--- src/rtl/reorder_buffer.sv ---
// In-order retirement buffer: allocates at tail, completes via the CDB,
// retires from head, and squashes everything on a mispredicted branch.
module reorder_buffer #(
  parameter int DEPTH  = 8,
  parameter int TAG_W  = 3,
  parameter int DATA_W = 16,
  parameter int REG_W  = 4
) (
  input  logic              clk1,
  input  logic              rst_n,
  input  logic              alloc_valid,
  input  logic [REG_W-1:0]  alloc_dest,
  input  logic              alloc_is_branch,
  output logic              alloc_ready,
  output logic [TAG_W-1:0]  alloc_tag,
  input  logic              cdb_valid,
  input  logic [TAG_W-1:0]  cdb_tag,
  input  logic [DATA_W-1:0] cdb_data,
  input  logic              cdb_mispredict,
  output logic              commit_valid,
  output logic [REG_W-1:0]  commit_dest,
  output logic [DATA_W-1:0] commit_data,
  output logic [TAG_W-1:0]  commit_tag,
  output logic              flush,
  output logic [TAG_W:0]    count
);

  logic [DEPTH-1:0]  busy_q, busy_d;
  logic [DEPTH-1:0]  done_q, done_d;
  logic [DEPTH-1:0]  br_q, br_d;
  logic [DEPTH-1:0]  mp_q, mp_d;
  logic [REG_W-1:0]  dest_q [DEPTH];
  logic [REG_W-1:0]  dest_d [DEPTH];
  logic [DATA_W-1:0] data_q [DEPTH];
  logic [DATA_W-1:0] data_d [DEPTH];
  logic [TAG_W-1:0]  head_q, head_d;
  logic [TAG_W-1:0]  tail_q, tail_d;
  logic [TAG_W:0]    count_q, count_d;
  logic              flush_q, flush_d;

  logic flush_now;
  logic alloc_fire;
  logic cdb_hit;

  assign commit_valid = busy_q[head_q] & done_q[head_q];
  assign flush_now    = commit_valid & br_q[head_q] & mp_q[head_q];
  assign alloc_ready  = (count_q < (TAG_W+1)'(DEPTH)) & ~flush_now;
  assign alloc_fire   = alloc_valid & alloc_ready;
  assign cdb_hit      = cdb_valid & busy_q[cdb_tag] & ~done_q[cdb_tag];

  assign alloc_tag    = tail_q;
  assign commit_tag   = head_q;
  assign commit_dest  = dest_q[head_q];
  assign commit_data  = data_q[head_q];
  assign flush        = flush_q;
  assign count        = count_q;

  always_comb begin
    busy_d  = busy_q;
    done_d  = done_q;
    br_d    = br_q;
    mp_d    = mp_q;
    dest_d  = dest_q;
    data_d  = data_q;
    head_d  = head_q;
    tail_d  = tail_q;
    count_d = count_q;
    flush_d = 1'b0;
    if (flush_now) begin
      busy_d  = '0;
      done_d  = '0;
      mp_d    = '0;
      head_d  = '0;
      tail_d  = '0;
      count_d = '0;
      flush_d = 1'b1;
    end else begin
      if (cdb_hit) begin
        done_d[cdb_tag] = 1'b1;
        data_d[cdb_tag] = cdb_data;
        mp_d[cdb_tag]   = br_q[cdb_tag] & cdb_mispredict;
      end
      if (commit_valid) begin
        busy_d[head_q] = 1'b0;
        head_d         = head_q + TAG_W'(1);
      end
      // tail slot is never busy when ready, so no clash with CDB/commit
      if (alloc_fire) begin
        busy_d[tail_q] = 1'b1;
        done_d[tail_q] = 1'b0;
        br_d[tail_q]   = alloc_is_branch;
        mp_d[tail_q]   = 1'b0;
        dest_d[tail_q] = alloc_dest;
        tail_d         = tail_q + TAG_W'(1);
      end
      unique case ({alloc_fire, commit_valid})
        2'b10:   count_d = count_q + (TAG_W+1)'(1);
        2'b01:   count_d = count_q - (TAG_W+1)'(1);
        default: count_d = count_q;
      endcase
    end
  end

  always_ff @(posedge clk1) begin
    if (!rst_n) begin
      busy_q  <= '0;
      done_q  <= '0;
      br_q    <= '0;
      mp_q    <= '0;
      head_q  <= '0;
      tail_q  <= '0;
      count_q <= '0;
      flush_q <= 1'b0;
    end else begin
      busy_q  <= busy_d;
      done_q  <= done_d;
      br_q    <= br_d;
      mp_q    <= mp_d;
      head_q  <= head_d;
      tail_q  <= tail_d;
      count_q <= count_d;
      flush_q <= flush_d;
    end
  end

  always_ff @(posedge clk1) begin
    dest_q <= dest_d;
    data_q <= data_d;
  end

endmodule
--- config.mk ---
export PLATFORM = sky130hd
export DESIGN_NAME = reorder_buffer
export DESIGN_NICKNAME = d
export VERILOG_FILES = /design/src/rtl/reorder_buffer.sv
export SDC_FILE = /design/constraint.sdc
export NUM_CORES = 1
export LEC_CHECK = 0
export CAP_MARGIN = 20
export CELL_PAD_IN_SITES_DETAIL_PLACEMENT = 1
export CELL_PAD_IN_SITES_GLOBAL_PLACEMENT = 1
export CORE_UTILIZATION = 53
export CTS_CLUSTER_DIAMETER = 80
export DETAILED_ROUTE_END_ITERATION = 7
export DONT_BUFFER_PORTS = 1
export GPL_ROUTABILITY_DRIVEN = 1
export GPL_TIMING_DRIVEN = 1
export PLACE_DENSITY_LB_ADDON = 0.1
export SLEW_MARGIN = 30
export SYNTH_ARGS = -nofsm -noshare
export SYNTH_HDL_FRONTEND = slang
export SYNTH_SLANG_ARGS = --single-unit
export TNS_END_PERCENT = 20
--- constraint.sdc ---
create_clock -name clk1 -period 5.2 [get_ports clk1]
set_clock_uncertainty 0.1 [all_clocks]
set_input_delay 1.04 -clock clk1 [delete_from_list [all_inputs] [get_ports clk1]]
set_output_delay 1.04 -clock clk1 [all_outputs]
set_load 0.02 [all_outputs]
# Word level (Yosys, flattened, before mapping)
# Cells that the tools add are included.
# Widths: inputs -> output; s select.
word_totals:
  register_bits: 203
  in_bits: 29
  out_inout_bits: 33
op_classes:
  addsub: 4
  order_cmp: 12
  n_eq_ne: 2
  muxes: 45
  bitwise_logic: 21
  n_reduce_logical: 9
ops:
  columns: ["cell", "count"]
  rows:
  - ["$bwmux 128", 1]
  - ["$mux 8", 9]
  - ["$bmux 16 s3", 1]
  - ["$demux 16 s3", 1]
  - ["$mux 16", 3]
  - ["$bwmux 32", 1]
  - ["$and 8x8->8", 3]
  - ["$bmux 1 s3", 7]
  - ["$bwmux 8", 2]
  - ["$not 8->8", 2]
  - ["$or 8x8->8", 2]
  - ["$bmux 4 s3", 1]
  - ["$demux 4 s3", 1]
  - ["$ge 4x4->1 const B", 3]
  - ["$lt 3x4->1 const B", 3]
  - ["$mux 4", 3]
  - ["$not 3->4", 3]
  - ["$mux 1", 11]
  - ["$demux 1 s3", 3]
  - ["$ge 3x1->1 const B", 3]
  - ["$and 1x1->1", 8]
  - ["$lt 4x1->1 const B", 2]
  - ["$pmux 4 s2", 1]
  - ["$add 3x1->3 const B", 2]
  - ["other kinds (10)", 17]

# Logic depth before layout (Yosys ltp)
# Gate-level depths: netlist of the first run.
depth:
  ltp_word: 10
  depth_mapped: 15
  depth_no_buf: 13

# Least setup slack after synthesis of the first run
# OpenSTA, ideal clock, no wires.
synth_path:
  path_kind: "input -> register"
  start: "input cdb_tag[0]"
  end: "register data_q[112] (netlist bit), enable pin"
  arrival_ns: 3.828
  path_slack_ns: 0.842
  stages: 7
  path_buffers: 3
  path_cell_list: "clkbuf_1 > buf_2 > nand4_1 > a211oi_1 > nand2b_1 > buf_2 > nor4_1"
synth_between:
  elab_chain_cells: 5
  word_cells_on_any_way: 8
  classes_between: "mux (4); bitwise (3); reduce/logical (1)"
synth_lines:
  columns: ["item", "line_no", "text"]
  rows:
  - ["from (decl)", "17", "input logic [TAG_W-1:0] cdb_tag,"]
  - ["$bmux 1 s3", "49", "assign cdb_hit = cdb_valid & busy_q[cdb_tag] & ~done_q[cdb_tag];"]
  - ["$mux 1 (not written as such)", "49", null]
  - ["$and 1x1->1 / $not 1->1 (equally long branches)", "49", null]
  - ["$and 1x1->1 (*)", "49", null]
  - ["$reduce_and 2->1 (no line) (*)", null, null]
  - ["to (signal assigned)", "128", "data_q <= data_d;"]
  - ["to (decl)", "34", "logic [DATA_W-1:0] data_q [DEPTH];"]
# Mark *: on every way between the ends. The rest lies on a longest branch, timed or not. The select of a mux whose other input is x is not followed.
# A chain may end at the register's enable or synchronous reset.

# Worst setup path after layout of the first run
layout_path:
  start: "register head_q[1] (netlist: commit_tag[1])"
  end: "output alloc_ready"
layout_between:
  elab_chain_cells: 7
  word_cells_on_any_way: 13
  classes_between: "mux (8); bitwise (5)"
layout_lines:
  columns: ["item", "line_no", "text"]
  rows:
  - ["from (decl)", "36", "logic [TAG_W-1:0] head_q, head_d;"]
  - ["from (signal assigned)", "110", "head_q <= '0;"]
  - ["from (signal assigned)", "119", "head_q <= head_d;"]
  - ["$bmux 1 s3", "45", "assign commit_valid = busy_q[head_q] & done_q[head_q];"]
  - ["$mux 1 (not written as such)", "45", null]
  - ["$and 1x1->1", "45", null]
  - ["$and 1x1->1", "46", "assign flush_now = commit_valid & br_q[head_q] & mp_q[head_q];"]
  - ["$and 1x1->1 (*)", "46", null]
  - ["$not 1->1 (no line) (*)", null, null]
  - ["$and 1x1->1 (*)", "47", "assign alloc_ready = (count_q < (TAG_W+1)'(DEPTH)) & ~flush_now;"]
  - ["to (decl)", "14", "output logic alloc_ready,"]
# Marks and branches as above.

==> flow_metrics.tcl, run 1 <==
set metrics [dict create \
    outcome "finished, final reports clean" \
    die_y_um 128 \
    dp_slack_ns 1.34 \
    antenna_cells 0 \
    post-route-util 0.614 \
    syn-num-nets 590 \
    final_max_slew_viol_count 0 \
    fillers 1412 \
    synth_enable_flop_cells 160 \
    drv_cap 0 \
    viasPerCell 6.04 \
    cts-root-buf "clkbuf_16" \
    swShare 0.194 \
    post-dp-hpwl_um 12300 \
    max_freq_ghz 0.242 \
    place_area_um2 8720 \
    p_per_area_nw_per_um2 359 \
    power.total_w 0.00339 \
    dieArea_um2 16500 \
    track_usage 0.252 \
    clkPwrFrac 0.454 \
    area_delta_synth_final_pct 11.4 \
    synth_area_leaders "edfxtp_1, mux4_2, dfxtp_1" \
    hold_viol 0 \
    nets 597 \
    final_area_um2 9430 \
    core-area_um2 15400 \
    p_sw_w 0.000656 \
    vias 4759 \
    ir_drop_mv 0.214 \
    period_minus_slack_ns 4.13 \
    drtIter0Drc 265 \
    worstSetupPathType "reg -> out" \
    clockBufferDepth 3 \
    ys_warn_count 0 \
    grt_pass1_vias 5272 \
    combinationalPowerShare 0.020 \
    yosysTopAreaCell "edfxtp_1" \
    grt_pass1_wl_um 30600 \
    synth_cells 556 \
    drc 0 \
    placementRows 45 \
    worst_pin_slew_ns 0.847 \
    min_from "br_q[2]$_SDFFE_PN0P_" \
    p_seq_frac 0.526 \
    cts_max_level 1 \
    cts_resized 0 \
    syn_area_um2 8460 \
    hold_depth 2 \
    maxSlewHeadroom 0.431 \
    fp.dieW_um 128 \
    start_kind "register" \
    finalWirelength_um 19700 \
    synth_cell_types 54 \
    clkLatencyLatePin_ns 0.49 \
    path_clk_slew_ns 0.06 \
    p_int_w 0.00273 \
    setup_viol 0 \
    r2r_end "count[2]$_SDFFE_PP0P_" \
    start_util 0.551 \
    design.portCount 62 \
    hold_path_class "reg -> reg" \
    ff2ff_path_depth 14 \
    cp.arrival_ns 2.99 \
    place_congestion 0.844 \
    antenna_found_initial 0 \
    r2r_setup_slack_ns 1.31 \
    grt_max_degree 41 \
    setup_ws_ns 1.07 \
    r2r-start "commit_tag[1]$_SDFFE_PP0N_" \
    dr.pass1.iters 4 \
    end_kind "output pin" \
    postCtsSetupRepairBufs 0 \
    post_drt_wl_per_cell_um 25.0 \
    fin_tns_setup_ns 0 \
    crit_fanout 26 \
    yosysTopAreaCellShare 0.568 \
    rsz0062_at_grt "false" \
    synthArstFlopShare 0 \
    io_buffer_count 0 \
    ctsHoldBuffers 0 \
    grt_overflow_total 0 \
    cp.required_ns 4.06 \
    ys.flop_type "edfxtp_1" \
    worstHoldEndpoint "br_q[2]$_SDFFE_PN0P_" \
    clock-sinks 203 \
    synth_seq_cells 203 \
    cts-buffers-inserted 21 \
    seq_area_frac_synth 0.669 \
    drtAntennaViolNets 0 \
    synth_commonest_cells "edfxtp_1, nand2_1, dfxtp_1" \
    power_leakage_nw 3.08 \
    yosysMostFrequentCell "edfxtp_1" \
    avgSynthCellArea_um2 15.2 \
    cts_tree "yes" \
    period_share 0.794 \
    drive_above_1_share 0.196 \
]
-- kinds of logic after synthesis --
group	after synthesis	synth area share
xor+xnor	9	0.00931
mux	62	0.139
simple gates	190	0.112
flops	203	0.669
buf+inv	44	0.0248
fa+ha+maj	5	0.00739
compound gates	43	0.0383
-- cell type report --
cell class,instances,area (um2),area share
Clock buffer,24,537,0.0569
Clock inverter,13,171,0.0182
Inverter,14,52.6,0.00557
Multi-Input combinational cell,309,2610,0.277
Sequential cell,203,5670,0.601
Tap cell,211,264,0.0280
Timing Repair Buffer,14,125,0.0133
-- power groups by stage --
stage / Combinational (W) / Sequential [W] / Clock (W)
2_1_floorplan: 0.0000581 / 0.00181 / 0
3_3_place_gp: 0.0000646 / 0.00182 / 0
3_5_place_dp: 0.0000682 / 0.00182 / 0
4_1_cts: 0.0000685 / 0.00178 / 0.00157
5_1_grt: 0.0000745 / 0.00178 / 0.00162
6_report: 0.0000678 / 0.00178 / 0.00154
-- state kept, by name (all words and copies together) (netlist names), 3 cells and up --
signal,cells
busy_q,8
dest_q,32
commit_tag,3
data_q,128
count,4
br_q,8
mp_q,8
done_q,8
alloc_tag,3
-- layout by cell type, fill, tap and decap left out, drive strengths merged, types with 2 or more instances in the layout --
cell type | netlist | final
or4 | 5 | 5
a211oi | 5 | 5
xnor2 | 5 | 5
nor3b | 2 | 2
a31oi | 6 | 6
dfxtp | 43 | 43
xor2 | 4 | 4
nand3b | 7 | 7
or2 | 2 | 2
nor2 | 28 | 28
nor3 | 15 | 15
nand2 | 89 | 89
nand4 | 3 | 3
and2 | 2 | 2
clkinv | 0 | 7
nor4 | 5 | 5
mux2i | 18 | 18
inv | 14 | 14
or3 | 2 | 2
a21oi | 11 | 11
nor2b | 8 | 8
o21ai | 6 | 6
ha | 5 | 5
clkbuf | 11 | 24
clkinvlp | 0 | 2
or3b | 2 | 2
a22oi | 2 | 2
nand2b | 8 | 8
mux4 | 44 | 44
o21ba | 2 | 2
edfxtp | 160 | 160
buf | 19 | 14
a31o | 2 | 2
bufinv | 0 | 4
nand3 | 10 | 10
-- how the worst max path moves through the flow --
stage	from	end	slack [ns]	cells after the start
6_report	commit_tag[1]$_SDFFE_PP0N_	alloc_ready	1.07	6
5_1_grt	commit_tag[1]$_SDFFE_PP0N_	alloc_ready	0.91	6
4_1_cts	commit_tag[1]$_SDFFE_PP0N_	alloc_ready	1.06	6
3_5_place_dp	commit_tag[1]$_SDFFE_PP0N_	count[2]$_SDFFE_PP0P_	1.34	14
3_3_place_gp	commit_tag[0]$_SDFFE_PP0N_	count[2]$_SDFFE_PP0P_	1.33	13
2_1_floorplan	cdb_tag[0]	data_q[112]$_DFFE_PP_	0.84	7
-- worst max-delay path: stages (launching register included) --
cell and delay (ns):
dfxtp_1 0.51, inv_1 0.12, buf_4 0.38, a31o_4 0.25
o2111ai_4 0.21, nor4_4 0.77, nor2_1 0.26
-- stage by stage --
stage / instances / hold WS, ns
6_report: 788 / 0.382
2_1_floorplan: 556 / 0.340
3_3_place_gp: 750 / 0.367
4_1_cts: 788 / 0.385
5_1_grt: 788 / 0.411
3_5_place_dp: 751 / 0.374
-- routing by layer --
layer,share of wire,track usage,vias up
li1,-,-,2123
met3,0.064,0.0532,39
met1,0.41,0.314,2438
met4,0.025,0.0858,0
met2,0.50,0.440,159
met5,0,0,-
No activity file was read; power rests on OpenSTA's default activity.
==> run 2: changes to the inputs <==
Settings changed: CORE_UTILIZATION 53 to 48.
Clock period 5.2 ns to 3.7 ns, I/O delays scaled along.
==> flow_metrics.tcl, run 2 (same netlist as run 1, synthesis figures left out) <==
set metrics [dict create \
    dp_slack_ns 0.292 \
    cp_cell_sequence "buf_4 > mux4_2 > nand2_1 > nand2_1" \
    largest_register_ffs 128 \
    hold_path_class "in -> reg" \
    setup_viol 0 \
    critPathMostFrequentCell "nand2_1" \
    fin_cells 809 \
    period_minus_slack_ns 3.49 \
    cts-root-buf "clkbuf_16" \
    ctsHoldBuffers 0 \
    dieArea_um2 18200 \
    clkLatencyLatePin_ns 0.50 \
    dr.pass1.iters 4 \
    crit_fanout 34 \
    start_util 0.491 \
    area_delta_synth_final_pct 11.1 \
    fin_tns_setup_ns 0 \
    viasPerCell 5.88 \
    grt_pass1_wl_um 30300 \
    start_kind "register" \
    worstSetupPathType "reg -> out" \
    hold_depth 0 \
    final_max_slew_viol_count 0 \
    drv_cap 0 \
    core-area_um2 17200 \
    grt_pass1_vias 5279 \
    maxSlewHeadroom 0.421 \
    cp.required_ns 2.86 \
    drtAntennaViolNets 0 \
    power_leakage_nw 3.08 \
    die_y_um 135 \
    grt_max_degree 36 \
    post_drt_wl_per_cell_um 23.8 \
    worstHoldEndpoint "data_q[59]$_DFFE_PP_" \
    postCtsSetupRepairBufs 0 \
    cts_max_level 1 \
    drive_above_1_share 0.197 \
    period_share 0.943 \
    grtUsageMet3 0.0499 \
    use_met1 0.291 \
    met2_usage 0.377 \
    place_inst 769 \
    outcome "finished, final reports clean" \
    setup_ws_ns 0.212 \
    post-route-util 0.546 \
    r2r_setup_slack_ns 0.54 \
    cp.arrival_ns 2.65 \
    end_kind "output pin" \
    top_regs "data_q x128, dest_q x32" \
    slowest_stage "buf_4" \
    cpPeakStageDelay_ns 0.64 \
    drc 0 \
    fp.dieW_um 135 \
    rsz0062_at_grt "false" \
    cts-buffers-inserted 22 \
    vias 4756 \
    io_buffer_count 0 \
    ir_drop_mv 0.324 \
    p_per_area_nw_per_um2 488 \
    max_freq_ghz 0.287 \
    cts_resized 0 \
    clock-sinks 203 \
    min_from "cdb_data[11]" \
    finalWirelength_um 19200 \
    layout_common_cells "edfxtp_1, nand2_1, mux4_2" \
    whs_ns 0.235 \
    cts_tree "yes" \
    r2r_end "count[2]$_SDFFE_PP0P_" \
    grt_overflow_total 0 \
    fillers 1617 \
    drtIter0Drc 292 \
    r2r-start "commit_tag[1]$_SDFFE_PP0N_" \
    worst_pin_slew_ns 0.864 \
    track_usage 0.224 \
    place_congestion 0.851 \
    nets 602 \
    grt.busiest_layer "met2" \
    clockBufferDepth 3 \
    antenna_cells 0 \
    placementRows 48 \
    antenna_found_initial 1 \
    ff2ff_path_depth 13 \
    post-dp-hpwl_um 12800 \
    hold_viol 0 \
    design.portCount 62 \
    layout_commonest_cell "edfxtp_1" \
    regMostFlops "data_q" \
    path_clk_slew_ns 0.06 \
]
==> run 2: cell types whose count changed in the layout (fill, tap and decap cells not counted), moves of 2 or more <==
cell,change
clkinv_2,+2
bufinv_16,-4
clkbuf_16,+2
clkinvlp_4,-2
clkinv_1,+5
buf_4,+5
==> run 2: cell type report <==
class                           instances  area [um2]  area share
Timing Repair Buffer                   18         135      0.0144
Multi-Input combinational cell        309        2610       0.278
Tap cell                              225         282      0.0299
Clock buffer                           27         601      0.0638
Sequential cell                       203        5670       0.603
Clock inverter                         13        56.3     0.00598
Inverter                               14        52.6     0.00559
==> run 2: metrics by stage <==
stage,total power [W],cell area [um2]
2_1_floorplan,0.00263,8460
3_3_place_gp,0.00265,8750
3_5_place_dp,0.00265,8750
4_1_cts,0.00464,9410
5_1_grt,0.00472,9410
6_report,0.00460,9410
==> run 2: worst max-delay path by stage <==
stage,startpoint,to,slack (ns),depth (start not counted)
2_1_floorplan,cdb_tag[0],data_q[112]$_DFFE_PP_,-0.36,7
3_3_place_gp,cdb_tag[2],data_q[120]$_DFFE_PP_,0.41,6
3_5_place_dp,cdb_tag[2],data_q[117]$_DFFE_PP_,0.29,6
4_1_cts,commit_tag[0]$_SDFFE_PP0N_,commit_data[4],0.14,4
5_1_grt,commit_tag[0]$_SDFFE_PP0N_,commit_data[11],0.03,4
6_report,commit_tag[0]$_SDFFE_PP0N_,commit_data[4],0.21,4
==> run 2: worst max-delay path: cells and delay by family (launching register included) <==
kind                   cells  cell delay (ns)
AND/OR/NAND/NOR            2             0.24
buffers and inverters      1             0.64
flip-flops                 1             0.62
multiplexers               1             0.59
==> run 2: where the power goes <==
part           switching, W  internal [W]
logic             0.0000597     0.0000372
registers         0.0000234       0.00248
clock network      0.000847       0.00115
total              0.000930       0.00367
==> run 2: metal layers <==
metal | share of wire | vias up
li1 | - | 2135
met1 | 0.42 | 2461
met2 | 0.49 | 123
met3 | 0.063 | 35
met4 | 0.024 | 2
met5 | 0.00068 | -
